===== config.mk =====
export PLATFORM = sky130hd
export DESIGN_NAME = debug_req_ctrl
export DESIGN_NICKNAME = d
export VERILOG_FILES = /design/src/rtl/debug_ctrl_pkg.sv /design/src/rtl/dbg_timeout_cnt.sv /design/src/rtl/debug_req_ctrl.sv
export SDC_FILE = /design/constraint.sdc
export NUM_CORES = 1
export LEC_CHECK = 0
export ABC_AREA = 1
export ABC_CLOCK_PERIOD_IN_PS = 3800
export CELL_PAD_IN_SITES_DETAIL_PLACEMENT = 0
export CELL_PAD_IN_SITES_GLOBAL_PLACEMENT = 1
export CORE_AREA = 2 2 56 58
export DETAILED_ROUTE_END_ITERATION = 6
export DIE_AREA = 0 0 58 60
export PLACE_DENSITY_LB_ADDON = 0.1
export SYNTH_ARGS = -nofsm -noshare
export SYNTH_HDL_FRONTEND = slang
export SYNTH_SLANG_ARGS = --single-unit

===== constraint.sdc =====
create_clock -name clk -period 3.8 [get_ports clk]
set_input_delay 0.38 -clock clk [delete_from_list [all_inputs] [get_ports clk]]
set_output_delay 0.38 -clock clk [all_outputs]
set_load 0.01 [all_outputs]

===== src/rtl/debug_ctrl_pkg.sv =====
// Shared types for the debug request controller.
//   cmd_op_e     : host command opcodes
//   rsp_status_e : status returned once per command
//   dbg_state_e  : controller FSM encoding, also exported on state_o
package debug_ctrl_pkg;

    typedef enum logic [1:0] {
        CMD_NOP       = 2'd0,
        CMD_HALT      = 2'd1,
        CMD_RESUME    = 2'd2,
        CMD_ACK_RESET = 2'd3
    } cmd_op_e;

    typedef enum logic [1:0] {
        RSP_OK        = 2'd0,
        RSP_TIMEOUT   = 2'd1,
        RSP_ERR_STATE = 2'd2
    } rsp_status_e;

    typedef enum logic [2:0] {
        ST_IDLE        = 3'd0,
        ST_HALT_REQ    = 3'd1,
        ST_HALTED      = 3'd2,
        ST_RESUME_WAIT = 3'd3,
        ST_RESP        = 3'd4
    } dbg_state_e;

endpackage


===== src/rtl/dbg_timeout_cnt.sv =====
// Saturating wait counter for halt/resume acknowledgement.
//   clk, rst   : clock, synchronous active-high reset
//   clr_i      : load zero (wins over en_i)
//   en_i       : count one cycle
//   expired_o  : counter has reached TIMEOUT_CYCLES-1
module dbg_timeout_cnt #(
    parameter int TIMEOUT_CYCLES = 64,
    localparam int CNT_W = $clog2(TIMEOUT_CYCLES + 1)
) (
    input  logic clk,
    input  logic rst,
    input  logic clr_i,
    input  logic en_i,
    output logic expired_o
);

    localparam logic [CNT_W-1:0] LAST = CNT_W'(TIMEOUT_CYCLES - 1);

    logic [CNT_W-1:0] cnt_q, cnt_d;

    always_comb begin
        cnt_d = cnt_q;
        if (clr_i)
            cnt_d = '0;
        else if (en_i && cnt_q != LAST)  // saturate, never wrap
            cnt_d = cnt_q + 1'b1;
    end

    always_ff @(posedge clk) begin
        if (rst) cnt_q <= '0;
        else     cnt_q <= cnt_d;
    end

    assign expired_o = (cnt_q == LAST);

endmodule


===== src/rtl/debug_req_ctrl.sv =====
// Drives the core debug request line from host HALT/RESUME/ACK_RESET
// commands and returns one status response per command.
//   clk, rst            : clock, synchronous active-high reset
//   cmd_valid_i/ready_o : command handshake, cmd_op_i = opcode
//   rsp_valid_o/ready_i : response handshake, rsp_status_o = status
//   debug_req_o         : to core debug_req_i
//   debug_*_i           : core havereset/running/halted status
//   havereset_sticky_o  : latched havereset, cleared by ACK_RESET
//   state_o             : current FSM state
module debug_req_ctrl
    import debug_ctrl_pkg::*;
#(
    parameter int TIMEOUT_CYCLES = 64
) (
    input  logic       clk,
    input  logic       rst,
    input  logic       cmd_valid_i,
    output logic       cmd_ready_o,
    input  logic [1:0] cmd_op_i,
    output logic       rsp_valid_o,
    input  logic       rsp_ready_i,
    output logic [1:0] rsp_status_o,
    output logic       debug_req_o,
    input  logic       debug_havereset_i,
    input  logic       debug_running_i,
    input  logic       debug_halted_i,
    output logic       havereset_sticky_o,
    output logic [2:0] state_o
);

    dbg_state_e  state_q, state_d;
    dbg_state_e  ret_q, ret_d;
    dbg_state_e  track_st;
    rsp_status_e status_q, status_d;
    logic        req_q, req_d;
    logic        sticky_q, sticky_d;
    logic        cnt_clr, cnt_en, cnt_expired;
    logic        ack_clr;
    logic        core_running;
    cmd_op_e     op;

    assign op           = cmd_op_e'(cmd_op_i);
    assign core_running = debug_running_i && !debug_halted_i;

    dbg_timeout_cnt #(.TIMEOUT_CYCLES(TIMEOUT_CYCLES)) u_tmo (
        .clk       (clk),
        .rst       (rst),
        .clr_i     (cnt_clr),
        .en_i      (cnt_en),
        .expired_o (cnt_expired)
    );

    always_comb begin
        state_d  = state_q;
        ret_d    = ret_q;
        status_d = status_q;
        req_d    = req_q;
        track_st = state_q;
        cnt_clr  = 1'b0;
        cnt_en   = 1'b0;
        ack_clr  = 1'b0;

        case (state_q)
            ST_IDLE, ST_HALTED: begin
                // Follow the core on its own first; a command this cycle
                // is then decoded against the tracked state.
                if (state_q == ST_IDLE && debug_halted_i)
                    track_st = ST_HALTED;
                else if (state_q == ST_HALTED && core_running)
                    track_st = ST_IDLE;
                state_d = track_st;

                if (cmd_valid_i) begin
                    state_d  = ST_RESP;
                    ret_d    = track_st;
                    status_d = RSP_OK;
                    case (op)
                        CMD_HALT: begin
                            if (track_st == ST_IDLE) begin
                                state_d = ST_HALT_REQ;
                                req_d   = 1'b1;
                                cnt_clr = 1'b1;
                            end
                        end
                        CMD_RESUME: begin
                            if (track_st == ST_HALTED) begin
                                state_d = ST_RESUME_WAIT;
                                cnt_clr = 1'b1;
                            end else begin
                                status_d = RSP_ERR_STATE;
                            end
                        end
                        CMD_ACK_RESET: ack_clr = 1'b1;
                        default: ;
                    endcase
                end
            end

            ST_HALT_REQ: begin
                if (debug_halted_i) begin
                    req_d    = 1'b0;
                    status_d = RSP_OK;
                    ret_d    = ST_HALTED;
                    state_d  = ST_RESP;
                end else if (cnt_expired) begin
                    req_d    = 1'b0;
                    status_d = RSP_TIMEOUT;
                    ret_d    = ST_IDLE;
                    state_d  = ST_RESP;
                end else begin
                    cnt_en = 1'b1;
                end
            end

            ST_RESUME_WAIT: begin
                if (core_running) begin
                    status_d = RSP_OK;
                    ret_d    = ST_IDLE;
                    state_d  = ST_RESP;
                end else if (cnt_expired) begin
                    status_d = RSP_TIMEOUT;
                    ret_d    = ST_HALTED;
                    state_d  = ST_RESP;
                end else begin
                    cnt_en = 1'b1;
                end
            end

            ST_RESP: begin
                if (rsp_ready_i)
                    state_d = ret_q;
            end

            default: state_d = ST_IDLE;
        endcase
    end

    // A havereset pulse in the same cycle as ACK_RESET must not be lost.
    always_comb begin
        sticky_d = sticky_q;
        if (ack_clr)           sticky_d = 1'b0;
        if (debug_havereset_i) sticky_d = 1'b1;
    end

    always_ff @(posedge clk) begin
        if (rst) begin
            state_q  <= ST_IDLE;
            ret_q    <= ST_IDLE;
            status_q <= RSP_OK;
            req_q    <= 1'b0;
            sticky_q <= 1'b0;
        end else begin
            state_q  <= state_d;
            ret_q    <= ret_d;
            status_q <= status_d;
            req_q    <= req_d;
            sticky_q <= sticky_d;
        end
    end

    assign cmd_ready_o        = (state_q == ST_IDLE) || (state_q == ST_HALTED);
    assign rsp_valid_o        = (state_q == ST_RESP);
    assign rsp_status_o       = status_q;
    assign debug_req_o        = req_q;
    assign havereset_sticky_o = sticky_q;
    assign state_o            = state_q;

endmodule


; ---- Word level (Yosys, flattened, before mapping)
; Cells that the tools add are included.
[classes]
n_eq_ne = 16
addsub = 1
n_reduce_logical = 16
mux = 45
[op_table]
columns = op, count
row1 = 3-bit two-way mux, 15
row2 = 1-bit two-way mux, 17
row3 = 2-bit two-way mux, 6
row4 = 3-bit one-hot mux with 4 select lines, 1
row5 = "3-bit by 2-bit equality test with 1-bit output, second input constant", 3
row6 = 3-bit one-hot mux with 3 select lines, 1
row7 = "7-bit by 1-bit adder with 7-bit output, second input constant", 1
row8 = "7-bit by 6-bit equality test with 1-bit output, second input constant", 1
row9 = "7-bit by 6-bit inequality test with 1-bit output, second input constant", 1
row10 = 3-bit zero test, 2
row11 = "3-bit inequality test, second input constant", 2
row12 = 1-bit one-hot mux with 2 select lines, 3
row13 = 2-bit one-hot mux with 3 select lines, 1
row14 = 3-bit one-hot mux with 2 select lines, 1
row15 = 5-bit AND reduction, 1
row16 = "2-bit equality test, second input constant", 2
row17 = 1-bit logical AND, 4
row18 = "2-bit by 1-bit inequality test with 1-bit output, second input constant", 2
row19 = "2-bit inequality test, second input constant", 2
row20 = 4-bit AND reduction, 1
row21 = 2-bit nonzero test, 2
row22 = 2-bit OR reduction, 2
row23 = "3-bit by 1-bit equality test with 1-bit output, second input constant", 1
row24 = "3-bit equality test, second input constant", 1
row25 = 5 further kinds, 5
[word_totals]
inputBits = 9
reg_bits = 17

; ---- Depth between registers and ports, before layout
[logic_depth]
depth_word = 12
ltp_mapped = 10

; ---- Modules after synthesis
; Synthesis repeated with hierarchy kept, for this count alone.
[unflattened]
cells_unflattened = 171
hier_area_um2 = 1128.6
[modules_own_cells]
columns = mod, n_inst, area_each_um2, cells_each
row1 = debug_req_ctrl, 1, 708.2, 108
row2 = dbg_timeout_cnt, 1, 420.4, 63

; ---- Worst setup path before layout
; OpenSTA, ideal clock, no wires.
[synth_timing]
path_kind = reg-to-reg
start = register u_tmo.cnt_q[0]
end = register u_tmo.cnt_q[3]
path_stages_with_launch = 11
arrival_ns = 1.243
path_slack_ns = 2.445
required_time_ns = 3.687
period_less_slack_ns = 1.355
setup_ns = 0.113
cell_sequence = dfxtp_1 ha_1 nand2_1 nor2_2 nand2_4 nand3_2 nand2_4 nand2_1 o21ai_1 inv_1 nor2_2
[synth_via]
elab_chain_len = 5
[synth_rtl]
columns = element, line
row1 = start: declaration, dbg_timeout_cnt.sv:19  ; logic [CNT_W-1:0] cnt_q, cnt_d;
row2 = start signal: assignment, dbg_timeout_cnt.sv:31  ; else cnt_q <= cnt_d;
row3 = 7-bit by 6-bit equality test with 1-bit output, dbg_timeout_cnt.sv:34  ; assign expired_o = (cnt_q == LAST);
row4 = 1-bit two-way mux, "debug_req_ctrl.sv:105, debug_req_ctrl.sv:120"
row5 = 1-bit two-way mux (on tied branches), "debug_req_ctrl.sv:116, debug_req_ctrl.sv:100"
row6 = 1-bit one-hot mux with 2 select lines, debug_req_ctrl.sv:63  ; case (state_q)
row7 = 1-bit logical AND, dbg_timeout_cnt.sv:25  ; else if (en_i && cnt_q != LAST)
; Several ways; a longest one is shown, not always the timed one.
; A chain may end at the register's enable or synchronous reset.

; ---- Worst setup path after layout
[layout_timing]
start = register state_q[0], in the netlist state_o[0]
end = output rsp_valid_o
[layout_via]
elab_chain_len = 1
[layout_rtl]
columns = element, line
row1 = start: declaration, debug_req_ctrl.sv:31  ; dbg_state_e state_q, state_d;
row2 = start signal: assignment, debug_req_ctrl.sv:153  ; state_q <= state_d;
row3 = 3-bit equality test, debug_req_ctrl.sv:162  ; assign rsp_valid_o = (state_q == ST_RESP);
row4 = end: declaration, debug_req_ctrl.sv:20  ; output logic rsp_valid_o,
; Every way passes these cells.

==> impl_results.md <==
- Status: finished clean
- Site row count: 20
- Skew final: 0.0107 ns
- N_diodes: 0
- Fraction of the mapped netlist area in adder cells: 4.46%
- Tcrit/Tclk final: 53.8%
- Sw frac: 30.5%
- Largest net degree at the start of global routing: 11
- Vias/cell: 4.78
- Worst Setup Slack, final: 1.75 ns
- Share of cells above drive strength 1: 19.8%
- Sequential share of the synthesized area: 30.3%
- Post-Synth XOR/XNOR Area: 3.79%
- Die H: 60 µm
- GPL Wtd Cong: 0.837
- Starting Density: 38.7%
- Yosys reg bits: 17
- Worst EP arrival: between 1.5 and 2 ns
- Tmin final: 2.05 ns
- Pre-Repair DR Iteration Count: 4
- WS Path Type: reg2out
- Boundary Pins: 18
- Antenna-violating nets left: 0
- Simple-gate share of the synthesized area: 44.4%
- Detail Placement HPWL: 1.90 mm
- Iteration-0 DRC Markers: 21
- Die X-Extent: slightly below 60 µm
- R2R Path End: u_tmo.cnt_q[5]
- Cts bufs inserted: 3
- FMAX: just under 500 MHz
- Max-cap violation count: 0
- H-tree Lvls: 1
- Crit path largest cell delay: between 0.5 and 0.6 ns
- Design area: 0.00136 mm²
- Nets: 196
- DRC errors left: 0
- Via count: just over 1000
- Clock Tree Root: clkbuf_4
- Max VDD drop: 0.000190 V
- Post-synthesis mux area share: 0%
- # fillers: 323
- Comb power frac: 22.8%
- TritonCTS clock tree: done
- Critical path, cell by cell: nor2_1 > nand2_1 > inv_1 > clkdlybuf4s50_1
- Max clock buf depth: 2
- Endpoints failing setup: 0
- Startpoint types: flop
- R2r setup slk: around 2.3 ns
- Die area: 0.00348 mm²
- Worst skew pair latency: 0.29 ns
- Post-CTS Setup Bufs: 0
- Worst Setup SP: state_o[0]
- CP required: about 3.4 ns
- Cell count along the critical path: 4
- Initial antenna violation count: 0
- Clock power share: approximately 26%
- Dpl ws: 1.99 ns
- Cell Area, Synth: 0.00112 mm²
- Mapped Nets: 174
- First-pass GRT wire length: 4.05 mm
- Worst-path clk slew: 0.11 ns
- R2R Path Start: u_tmo.cnt_q[0]
- I/O Buffers: 17
- Worst-path maximum fanout: 7
- CORE AREA: 0.00290 mm²
- Worst slew margin relative to its limit: 76.4%
- PD cells: 275 mW/mm²
- Clk sinks: 17
- Hold_buf cts: 0
- Dpl cell area: 0.00133 mm²
- Largest family of logic cells by synthesized area: simple AND/OR/NAND/NOR gates
- Worst Setup End Kind: output pin
- Setup TNS: 0 ns
- Final slew viol count: 0
- Routed len/inst: 11.0 µm
- Leak: approximately 0.6 nW
- Synth Area per Inst: 6.97 µm²
- Syn. warnings: 0
- CP bufs+invs: 2
- Net Switching: 0.000114 W
- RSZ-0062 raised after global routing: no
- Slew @ Worst Pin: around 0.35 ns
- Syn-to-layout area delta: 21.3%
- Class of the tightest hold or removal check: reg2reg
- Internal power: 0.000260 W
- Total Routing Usage GR: between 10% and 20%
- Critical-path top delay cell: clkdlybuf4s50_1
- Register share of total power: 51.3%
- Post-synthesis compound-gate area fraction: 8.36%
- Grt ovf: 0
- Vias in the first global route: between 900 and 1000
- Syn Inst Count: 161
- Post-CTS resize count: 0
- Final Hold Viols: 0
- CP Capture Point: rsp_valid_o
- CP top delay family: buffers and inverters
- Post-Route WL: 2.37 mm
- Worst R2R Path Depth: 9
- Synth cell types: 24
==> worst min-delay path by stage <==
stage / start / to / slack [ns] / cells after the start
global placement: ret_q[0] / ret_q[0] / 0.43 / 2
CTS: rsp_status_o[0] / rsp_status_o[0] / 0.46 / 2
detailed placement: rsp_status_o[0] / rsp_status_o[0] / 0.44 / 2
floorplan: ret_q[0] / ret_q[0] / 0.42 / 2
global route: rsp_status_o[0] / rsp_status_o[0] / 0.48 / 2
finish: rsp_status_o[0] / rsp_status_o[0] / 0.45 / 2
==> per-layer routing <==
layer	track usage, %	routed length [µm]	up-vias
li1	-	-	543
met1	18.8	1140	463
met2	26.5	1090	20
met3	4.55	137	2
met4	2.99	10	0
met5	0	0	-
==> cells by family (layout without fill, tap and decap cells) <==
| kind of cell | after synthesis | after routing |
|---|---|---|
| simple gates | 94 | 94 |
| buf+inv | 26 | 47 |
| flops | 17 | 17 |
| compound gates | 16 | 16 |
| fa+ha+maj | 4 | 4 |
| xor+xnor | 4 | 4 |
==> worst register-to-register path, delay by kind of cell, from the launching register on <==
family | cells | cell delay [ns]
AND/OR/NAND/NOR | 6 | 0.73
AO/OA/AOI/OAI | 1 | 0.13
adder cells (fa/ha/maj) | 1 | 0.20
flip-flops | 1 | 0.39
buffers and inverters | 1 | 0.06
==> metrics by stage <==
step	instances	hold slack, ns	power [W]	util (%)
final	215	0.452	0.000375	46.9
after global routing	215	0.477	0.000400	46.9
after CTS	215	0.457	0.000383	46.9
after detailed placement	211	0.440	0.000282	45.9
after global placement	211	0.433	0.000282	45.9
after floorplan	161	0.419	0.000247	-
==> placed cells by master (no fill, tap or decap), types with 4 or more instances in the layout <==
master and n:
nand2_4 5, nor2_2 8, a21oi_1 8, nand2_2 6, nor2_1 14, dfxtp_1 17
nand3_1 10, ha_1 4, nand2_1 40, clkdlybuf4s50_1 17, inv_1 23
==> sequential cells by signal (all words and copies together) (netlist names) <==
| name | flops |
|---|---|
| debug_req_o | 1 |
| havereset_sticky_o | 1 |
| ret_q | 3 |
| rsp_status_o | 2 |
| state_o | 3 |
| u_tmo.cnt_q | 7 |
==> synthesized netlist by cell type, drive strengths merged <==
master | number | area (µm²)
inv | 26 | 97.6
a31oi | 1 | 6.26
nand2 | 52 | 264
dfxtp | 17 | 340
o211ai | 2 | 15.0
or2 | 1 | 6.26
xnor2 | 1 | 8.76
xor2 | 3 | 33.8
ha | 4 | 50.1
nand4 | 2 | 12.5
nor2 | 24 | 125
nor3 | 2 | 10.0
o21ai | 5 | 32.5
nand3 | 13 | 80.1
a21oi | 8 | 40.0
==> power groups by stage <==
stage                      Clock, W  Sequential, W  Combinational [W]
after floorplan                   0       0.000196          0.0000507
after global placement            0       0.000196          0.0000856
final                     0.0000969       0.000192          0.0000855
after CTS                  0.000104       0.000192          0.0000863
after detailed placement          0       0.000196          0.0000857
after global routing       0.000111       0.000193          0.0000964
==> final cells by class <==
cell class                      instances  area (µm²)  share of cell area (%)
Tap cell                               33        41.3                    3.03
Inverter                               26        97.6                    7.17
Clock inverter                          1        5.00                   0.368
Multi-Input combinational cell        118         684                    50.3
Clock buffer                            3        22.5                    1.65
Timing Repair Buffer                   17         170                    12.5
Sequential cell                        17         340                    25.0
Power figures use the tool's default switching activity.
